File: src/rtl/kbd_event_decoder.sv
// PS/2 scan-code byte decoder: pops the receive FIFO, strips E0/F0 prefixes, emits key events.
// Optional typematic repeat filtering is enabled by defining KBD_REPEAT_FILTER_EN.
module kbd_event_decoder (
  input  logic       clk,
  input  logic       clrn,
  input  logic [7:0] data,
  input  logic       ready,
  input  logic       overflow,
  output logic       nextdata_n,
  output logic       evt_valid,
  output logic [7:0] evt_code,
  output logic       evt_ext,
  output logic       evt_make,
  output logic       evt_repeat,
  output logic       key_down,
  output logic [7:0] key_code,
  output logic [7:0] press_cnt,
  output logic       shift,
  output logic       ctrl,
  output logic       ovf_seen
);

  typedef enum logic [1:0] {
    ST_FETCH = 2'd0,
    ST_POP   = 2'd1,
    ST_GAP   = 2'd2
  } state_t;

  localparam logic [1:0] CLS_KEY  = 2'd0;
  localparam logic [1:0] CLS_EXT  = 2'd1;
  localparam logic [1:0] CLS_BRK  = 2'd2;
  localparam logic [1:0] CLS_DROP = 2'd3;

  localparam logic [2:0] MOD_NONE   = 3'd0;
  localparam logic [2:0] MOD_LSHIFT = 3'd1;
  localparam logic [2:0] MOD_RSHIFT = 3'd2;
  localparam logic [2:0] MOD_LCTRL  = 3'd3;
  localparam logic [2:0] MOD_RCTRL  = 3'd4;

  state_t     state_r;
  logic [7:0] byte_r;
  logic       ext_p_r;
  logic       brk_p_r;
  logic       ovf_q_r;
  logic       held_ext_r;
  logic       lshift_r;
  logic       rshift_r;
  logic       lctrl_r;
  logic       rctrl_r;

  logic       ovf_edge_s;
  logic       ext_cur_s;
  logic       make_s;
  logic       key_evt_s;
  logic       match_s;
  logic [1:0] cls_s;
  logic [2:0] mod_s;
  logic       lshift_nx_s;
  logic       rshift_nx_s;
  logic       lctrl_nx_s;
  logic       rctrl_nx_s;

  // Classify the captured byte and work out next modifier state; an overflow edge masks the prefixes.
  always_comb begin
    ovf_edge_s = overflow & ~ovf_q_r;
    ext_cur_s  = ext_p_r & ~ovf_edge_s;
    make_s     = ~(brk_p_r & ~ovf_edge_s);

    case (byte_r)
      8'hE0:   cls_s = CLS_EXT;
      8'hF0:   cls_s = CLS_BRK;
      8'h00, 8'hAA, 8'hEE, 8'hFA, 8'hFE, 8'hFF, 8'hE1:
               cls_s = CLS_DROP;
      default: cls_s = CLS_KEY;
    endcase

    case ({ext_cur_s, byte_r})
      9'h012:  mod_s = MOD_LSHIFT;
      9'h059:  mod_s = MOD_RSHIFT;
      9'h014:  mod_s = MOD_LCTRL;
      9'h114:  mod_s = MOD_RCTRL;
      default: mod_s = MOD_NONE;
    endcase

    key_evt_s = (state_r == ST_POP) && (cls_s == CLS_KEY);
    match_s   = key_down && (held_ext_r == ext_cur_s) && (key_code == byte_r);

    lshift_nx_s = lshift_r;
    rshift_nx_s = rshift_r;
    lctrl_nx_s  = lctrl_r;
    rctrl_nx_s  = rctrl_r;
    if (key_evt_s) begin
      case (mod_s)
        MOD_LSHIFT: lshift_nx_s = make_s;
        MOD_RSHIFT: rshift_nx_s = make_s;
        MOD_LCTRL:  lctrl_nx_s  = make_s;
        MOD_RCTRL:  rctrl_nx_s  = make_s;
        default:    lshift_nx_s = lshift_r;
      endcase
    end else begin
      lshift_nx_s = lshift_r;
    end
  end

  // Fetch FSM, prefix tracking, event generation and held-key bookkeeping.
  always_ff @(posedge clk or negedge clrn) begin
    if (!clrn) begin
      state_r    <= ST_FETCH;
      nextdata_n <= 1'b1;
      byte_r     <= 8'h00;
      ext_p_r    <= 1'b0;
      brk_p_r    <= 1'b0;
      ovf_q_r    <= 1'b0;
      held_ext_r <= 1'b0;
      lshift_r   <= 1'b0;
      rshift_r   <= 1'b0;
      lctrl_r    <= 1'b0;
      rctrl_r    <= 1'b0;
      evt_valid  <= 1'b0;
      evt_code   <= 8'h00;
      evt_ext    <= 1'b0;
      evt_make   <= 1'b0;
      evt_repeat <= 1'b0;
      key_down   <= 1'b0;
      key_code   <= 8'h00;
      press_cnt  <= 8'h00;
      shift      <= 1'b0;
      ctrl       <= 1'b0;
      ovf_seen   <= 1'b0;
    end else begin
      ovf_q_r   <= overflow;
      evt_valid <= 1'b0;
      lshift_r  <= lshift_nx_s;
      rshift_r  <= rshift_nx_s;
      lctrl_r   <= lctrl_nx_s;
      rctrl_r   <= rctrl_nx_s;
      shift     <= lshift_nx_s | rshift_nx_s;
      ctrl      <= lctrl_nx_s | rctrl_nx_s;

      if (ovf_edge_s) begin
        ovf_seen <= 1'b1;
        ext_p_r  <= 1'b0;
        brk_p_r  <= 1'b0;
      end

      case (state_r)
        ST_FETCH: begin
          if (ready) begin
            byte_r     <= data;
            nextdata_n <= 1'b0;
            state_r    <= ST_POP;
          end else begin
            state_r    <= ST_FETCH;
          end
        end

        ST_POP: begin
          nextdata_n <= 1'b1;
          state_r    <= ST_GAP;
          case (cls_s)
            CLS_EXT: ext_p_r <= 1'b1;
            CLS_BRK: brk_p_r <= 1'b1;
            CLS_KEY: begin
              evt_valid  <= 1'b1;
              evt_code   <= byte_r;
              evt_ext    <= ext_cur_s;
              evt_make   <= make_s;
              evt_repeat <= 1'b0;
              ext_p_r    <= 1'b0;
              brk_p_r    <= 1'b0;
              if (mod_s == MOD_NONE) begin
                if (make_s) begin
`ifdef KBD_REPEAT_FILTER_EN
                  if (match_s) begin
                    evt_repeat <= 1'b1;
                  end else begin
                    key_code   <= byte_r;
                    held_ext_r <= ext_cur_s;
                    key_down   <= 1'b1;
                    press_cnt  <= press_cnt + 8'd1;
                  end
`else
                  key_code   <= byte_r;
                  held_ext_r <= ext_cur_s;
                  key_down   <= 1'b1;
                  press_cnt  <= press_cnt + 8'd1;
`endif
                end else if (match_s) begin
                  key_down <= 1'b0;
                end
              end
            end
            default: evt_valid <= 1'b0;
          endcase
        end

        // One idle cycle lets the FIFO head and ready settle after the pop.
        ST_GAP: begin
          nextdata_n <= 1'b1;
          state_r    <= ST_FETCH;
        end

        default: begin
          nextdata_n <= 1'b1;
          state_r    <= ST_FETCH;
        end
      endcase
    end
  end

endmodule

File: config.mk
export PLATFORM = sky130hd
export DESIGN_NAME = kbd_event_decoder
export DESIGN_NICKNAME = d
export VERILOG_FILES = /design/src/rtl/kbd_event_decoder.sv
export SDC_FILE = /design/constraint.sdc
export NUM_CORES = 1
export LEC_CHECK = 0
export BUFFER_PORTS_ARGS = -buffer_cell sky130_fd_sc_hd__buf_2
export CORE_ASPECT_RATIO = 0.8
export CORE_MARGIN = 3
export CORE_UTILIZATION = 55
export DETAILED_ROUTE_END_ITERATION = 8
export PLACE_DENSITY = 0.79
export SYNTH_ARGS = -nofsm -noshare
export SYNTH_HDL_FRONTEND = slang
export SYNTH_SLANG_ARGS = --single-unit
File: constraint.sdc
create_clock -name clk -period 5.13 [get_ports clk]
set_input_delay 0.7695 -clock clk [delete_from_list [all_inputs] [get_ports clk]]
set_output_delay 0.7695 -clock clk [all_outputs]
set_load 0.01 [all_outputs]
After elaboration in Yosys (flattened, before gate mapping)
Cells that the tools add are included.

Add/subtract/negate cells: 1. Equal/unequal tests: 23. Multiplexer cells: 24. Bitwise gates (word level): 8. Reductions and logical operators: 12.

Operator list (number): $eq 8x8->1 const B (8); $mux 1 (19); $eq 9x5->1 const B (2); $pmux 3 s4 (1); $eq 9x7->1 const B (1); $eq 9x9->1 const B (1); $add 8x1->8 const B (1); $eq 8x8->1 (1); $logic_not 8->1 (1); $reduce_and 4->1 (2); $reduce_or 7->1 (1); $eq 3x2->1 const B (2); $pmux 2 s3 (1); $eq 2x1->1 const B (2); $logic_not 2->1 (2); $ne 2x2->1 const B (2); $pmux 1 s2 (2); $pmux 2 s2 (1); $reduce_and 2->1 (2); $and 1x1->1 (3); $eq 3x1->1 const B (1); $eq 3x3->1 const B (1); $logic_and 1x1->1 (3); $logic_not 3->1 (1); other kinds (4) (7).

Bits in registers: 50. Input bits: 12. Output and inout bits: 33. Logic and storage cells: 89.

Logic depth before layout (Yosys ltp)
Depth in word-level cells: 10. Gate-level depth with buffers: 10. Mapped depth without buffers: 7.

Least setup slack after synthesis
OpenSTA, ideal clock, no wires.

Path type: input to register. Start point: input overflow. End point: register key_code[0]. Setup time: 0.125 ns. Arrival: 2.171 ns. Required time: 5.005 ns. Slack: 2.834 ns. Stages: 7. Path buffers: 1. Path through: nand2b_1 -> and2_1 -> a21oi_4 -> or2_2 -> nor3_2 -> buf_6 -> mux2_4.

Word-level cells in the longest chain between the ends: 7. Elaborated cells on any way between the ends: 12. Those cells by class: 4 x eq/ne; 1 x mux; 5 x bitwise; 2 x reduce/logical.

Ends and longest elaborated chain: from (decl) (line 8) `input logic overflow,`; $and 1x1->1 (*) (line 65) `ovf_edge_s = overflow & ~ovf_q_r;`; $not 1->1 (*) (line 66, 67); $and 1x1->1 (line 66) `ext_cur_s = ext_p_r & ~ovf_edge_s;`; $eq 9x9->1, or another cell as far along (line 77) `case ({ext_cur_s, byte_r})`; $pmux 3 s4 (line 77); $logic_not 3->1 (line 171) `if (mod_s == MOD_NONE) begin`; $reduce_and 4->1 (no source line) (*); to (signal assigned) (line 183) `key_code <= byte_r;`; to (decl) (line 16) `output logic [7:0] key_code,`.

Mark *: on every way between the ends. The rest lies on a longest branch, timed or not. A chain may end at the register's enable or synchronous reset.

Worst setup path after layout
Start point: register byte_r[1]. End point: register press_cnt[1].

Word-level cells in the longest chain between the ends: 5. Elaborated cells on any way between the ends: 19. Those cells by class: 12 x eq/ne; 2 x mux; 5 x reduce/logical.

Ends and longest elaborated chain: from (decl) (line 41) `logic [7:0] byte_r;`; from (signal assigned) (line 149) `byte_r <= data;`; $eq 8x8->1 / $logic_not 8->1 (equally long branches) (line 69) `case (byte_r)`; $reduce_or 7->1 (line 69); $pmux 2 s3 (line 69); $logic_not 2->1 (line 160) `case (cls_s)`; $reduce_and 4->1 (no source line) (*); to (signal assigned) (line 186) `press_cnt <= press_cnt + 8'd1;`; to (decl) (line 17) `output logic [7:0] press_cnt,`.

Marks and branches as above.

==> out/qor.log <==
[cts] quantity of gates resized following cts 0
[yosys] synthesized area per cell 10.8 um^2
[grt] largest net degree at the start of global routing 51
[worst_setup_path] CP cell instances nor4bb_1 > a41o_1 > a21oi_2 > nand2_1 > nor3_2 > mux2_2
[die] Vert. Die Dim 65.0 um
[grt] initial antenna violation count 0
[worst_setup_path] cell count of the worst reg-to-reg path 6
[worst_setup_path] Max stage delay cell, worst path nor3_2
[yosys] leading post-synthesis cells by instance count dfrtp_1, nand2_1, xnor2_1
[yosys] dominant cell type by area after synthesis dfrtp_1
[cts] clock buffer depth 2
[yosys] proportion of synthesized flip-flops having asynchronous set or reset 100%
[sta] final-layout setup total negative slack 0 ps
[worst_setup_path] logic depth of the worst setup path including buffers 6
[min_path] Hold Crit Depth 1
[yosys] synth warn 0
[place] I/O Buffers 43
[min_path] worst hold-check path type reg -> reg
[power_and_ir_drop] worst ir drop on vdd 0.308 mV
[die] Die Area 5190 um^2
[sta] worst slew pin tran 1190 ps
[power_and_ir_drop] PD cells 481 nW/um^2
[cts] number of buffers inserted by post-CTS setup repair 0
[sta] relative max-transition margin 20.2%
[place] post-DP HPWL 3340 um
[cells_and_area] fraction of final layout cells with drive strength greater than 1 28.3%
[sta] unrepaired setup endpoints after global routing no
[sta] count of endpoints failing hold in the final timing report 0
[drt] detailed-routing iteration count for the pre-antenna-repair pass 4
[worst_setup_path] critical path endpoint category flip-flop
[worst_setup_path] required time at the worst-slack endpoint 5310 ps
[power_and_ir_drop] leakage power 1.23 nW
[yosys] most repeated cell in the gate-level netlist after synthesis dfrtp_1
[grt] total overflow reported by the global router 0
[cells_and_area] combined flip-flop and latch cell area 1250 um^2
[sta] Final setup violation count 0
[yosys] number of synthesized flops with an enable pin 0
[yosys] Mapped Nets 235
[die] Initial Util 60.2%
[drt] number of vias after detailed routing 1728
[yosys] share of the synthesized area in the top cell type 51.2%
[grt] global routing usage summed across all routing layers 20.0%
[worst_setup_path] Crit path arrival time 3490 ps
[sta] share of the cycle needed by the critical path after routing 64.4%
[worst_setup_path] CP startpoint kind flip-flop
[die] area of the core 3980 um^2
[cts] total number of clock tree sinks 50
[yosys] count of distinct cell types in the synthesized netlist 44
[yosys] Syn Inst Count 222
[drt] final WL 4730 um
[die] Top Ports 45
[place] post-detailed-placement cell area 2600 um^2
[sta] clock period minus worst slack 3300 ps
[cts] H-Tree Level Count 2
[drt] number of remaining DRC errors 0
[sta] fmax 303 MHz
[cts] TritonCTS clock tree yes
[cts] number of buffers created by CTS 5
[outcome] run status finished, final reports clean
[worst_setup_path] stage delay of the slowest cell on the critical path 1080 ps
[yosys] Syn Std Cell Area 2390 um^2
[cells_and_area] multi-input gate area in the final layout 1050 um^2
[place] GP Congestion 0.818
[sta] max-slew violation count 0
[cts] CTS Root Buffer Type clkbuf_8
[grt] wire length of the first global-routing pass 8090 um
[cts] clock latency at the later pin of the worst-skew pair 290 ps
[drt] Vias/cell 5.52
[drt] first-iteration detailed-routing DRC count 135
[drt] ANT nets after route 0
[cells_and_area] Post-Layout Inst Area 2680 um^2
[worst_setup_path] Buffers & Inverters on Critical Path 0
[sta] Final Skew 5.85 ps
[drt] detailed-route wire length per cell 15.1 um
[cells_and_area] final net count 270
[job] count of max-cap constraint violations 0
[cells_and_area] final core area utilization 67.3%
[cells_and_area] number of filler cells placed in the layout 328
[worst_setup_path] Max Fanout on Critical Path 20
[cts] hold_buf cts 0
[cells_and_area] diode insertion count for antenna repair 0
[yosys] top area cells in the synthesized netlist dfrtp_1, nand2_1, mux2_2
[die] die span in x 79.8 um
[yosys] dominant register cell in the synthesized netlist dfrtp_1
[worst_setup_path] critical path's top delay family simple AND/OR/NAND/NOR gates
[cts] clock-pin slew of the registers on the worst-case setup and hold paths 90 ps
[cells_and_area] layout overhead on the synthesized area 11.8%
[worst_setup_path] critical path class reg -> reg
[yosys] sequential fraction of the synthesis area 52.3%
[grt] via count of the first global-routing pass 1667
[die] standard-cell rows 20
[yosys] post-synthesis sequential element count 50
[cells by family after synthesis]
group,after synthesis,share of synthesized area (%)
simple gates,92,20.0
mux,19,10.2
compound gates,24,6.79
xor+xnor,17,6.22
other cells,1,0.157
fa+ha+maj,1,0.522
flops,50,52.3
buf+inv,18,3.87
[cell type report]
cell class	instances	area share [%]
well taps	55	2.57
clock buffers	8	2.99
multi-input cells	154	39.2
repair buffers	43	8.04
flip-flops and latches	50	46.8
inverters	3	0.421
[layout by cell type (no fill, tap or decap), types with 6 or more instances in the layout]
master   Yosys  final
mux2_2      11     11
dfrtp_1     49     49
o21ai_0      7      7
nor2_1       8      8
nor3_1       6      6
nand3_1      7      7
mux2_4       8      8
buf_2        8     43
a21oi_1      6      6
xnor2_1     14     14
nand2_1     37     37
[registers in the layout (all words and copies together), names as in the netlist, 2 cells and up]
| register | cells |
|---|---|
| byte_r | 8 |
| evt_code | 8 |
| press_cnt | 8 |
| state_r | 2 |
| key_code | 8 |
[routing by layer]
| layer | GRT usage (%) | wire length (um) | part of all wire (%) | up-vias |
|---|---|---|---|---|
| met1 | 29.7 | 2300 | 49 | 819 |
| met5 | 0 | 0 | 0 | - |
| met4 | 5.06 | 57 | 1.2 | 0 |
| li1 | - | - | - | 840 |
| met2 | 29.9 | 2030 | 43 | 63 |
| met3 | 4.17 | 353 | 7.5 | 6 |
[report_power, final]
| group | total [mW] | switching [mW] | internal (mW) | leakage, nW |
|---|---|---|---|---|
| Sequential | 0.654 | 0.145 | 0.508 | 0.606 |
| Combinational | 0.421 | 0.201 | 0.220 | 0.581 |
| Clock | 0.215 | 0.118 | 0.0971 | 0.0395 |
[final timing paths]
check	start	end	slack, ps
min in group asynchronous	clrn	evt_ext	670
worst min-delay path	ovf_seen	ovf_seen	470
worst max-delay path	byte_r[1]	press_cnt[1]	1830
worst max register to register	byte_r[1]	press_cnt[1]	1830
max in group asynchronous	clrn	byte_r[5]	3800
worst min register to register	ovf_seen	ovf_seen	470
[stage by stage]
step,setup slack [ps],std cells,total power [mW],hold WS [ps]
final,1830,313,1.29,467
after global routing,1580,313,1.38,495
after CTS,1850,313,1.30,471
after detailed placement,1870,305,1.08,447
after global placement,2000,305,1.07,443
after floorplan,2830,222,0.930,445
Power figures use the tool's default switching activity.
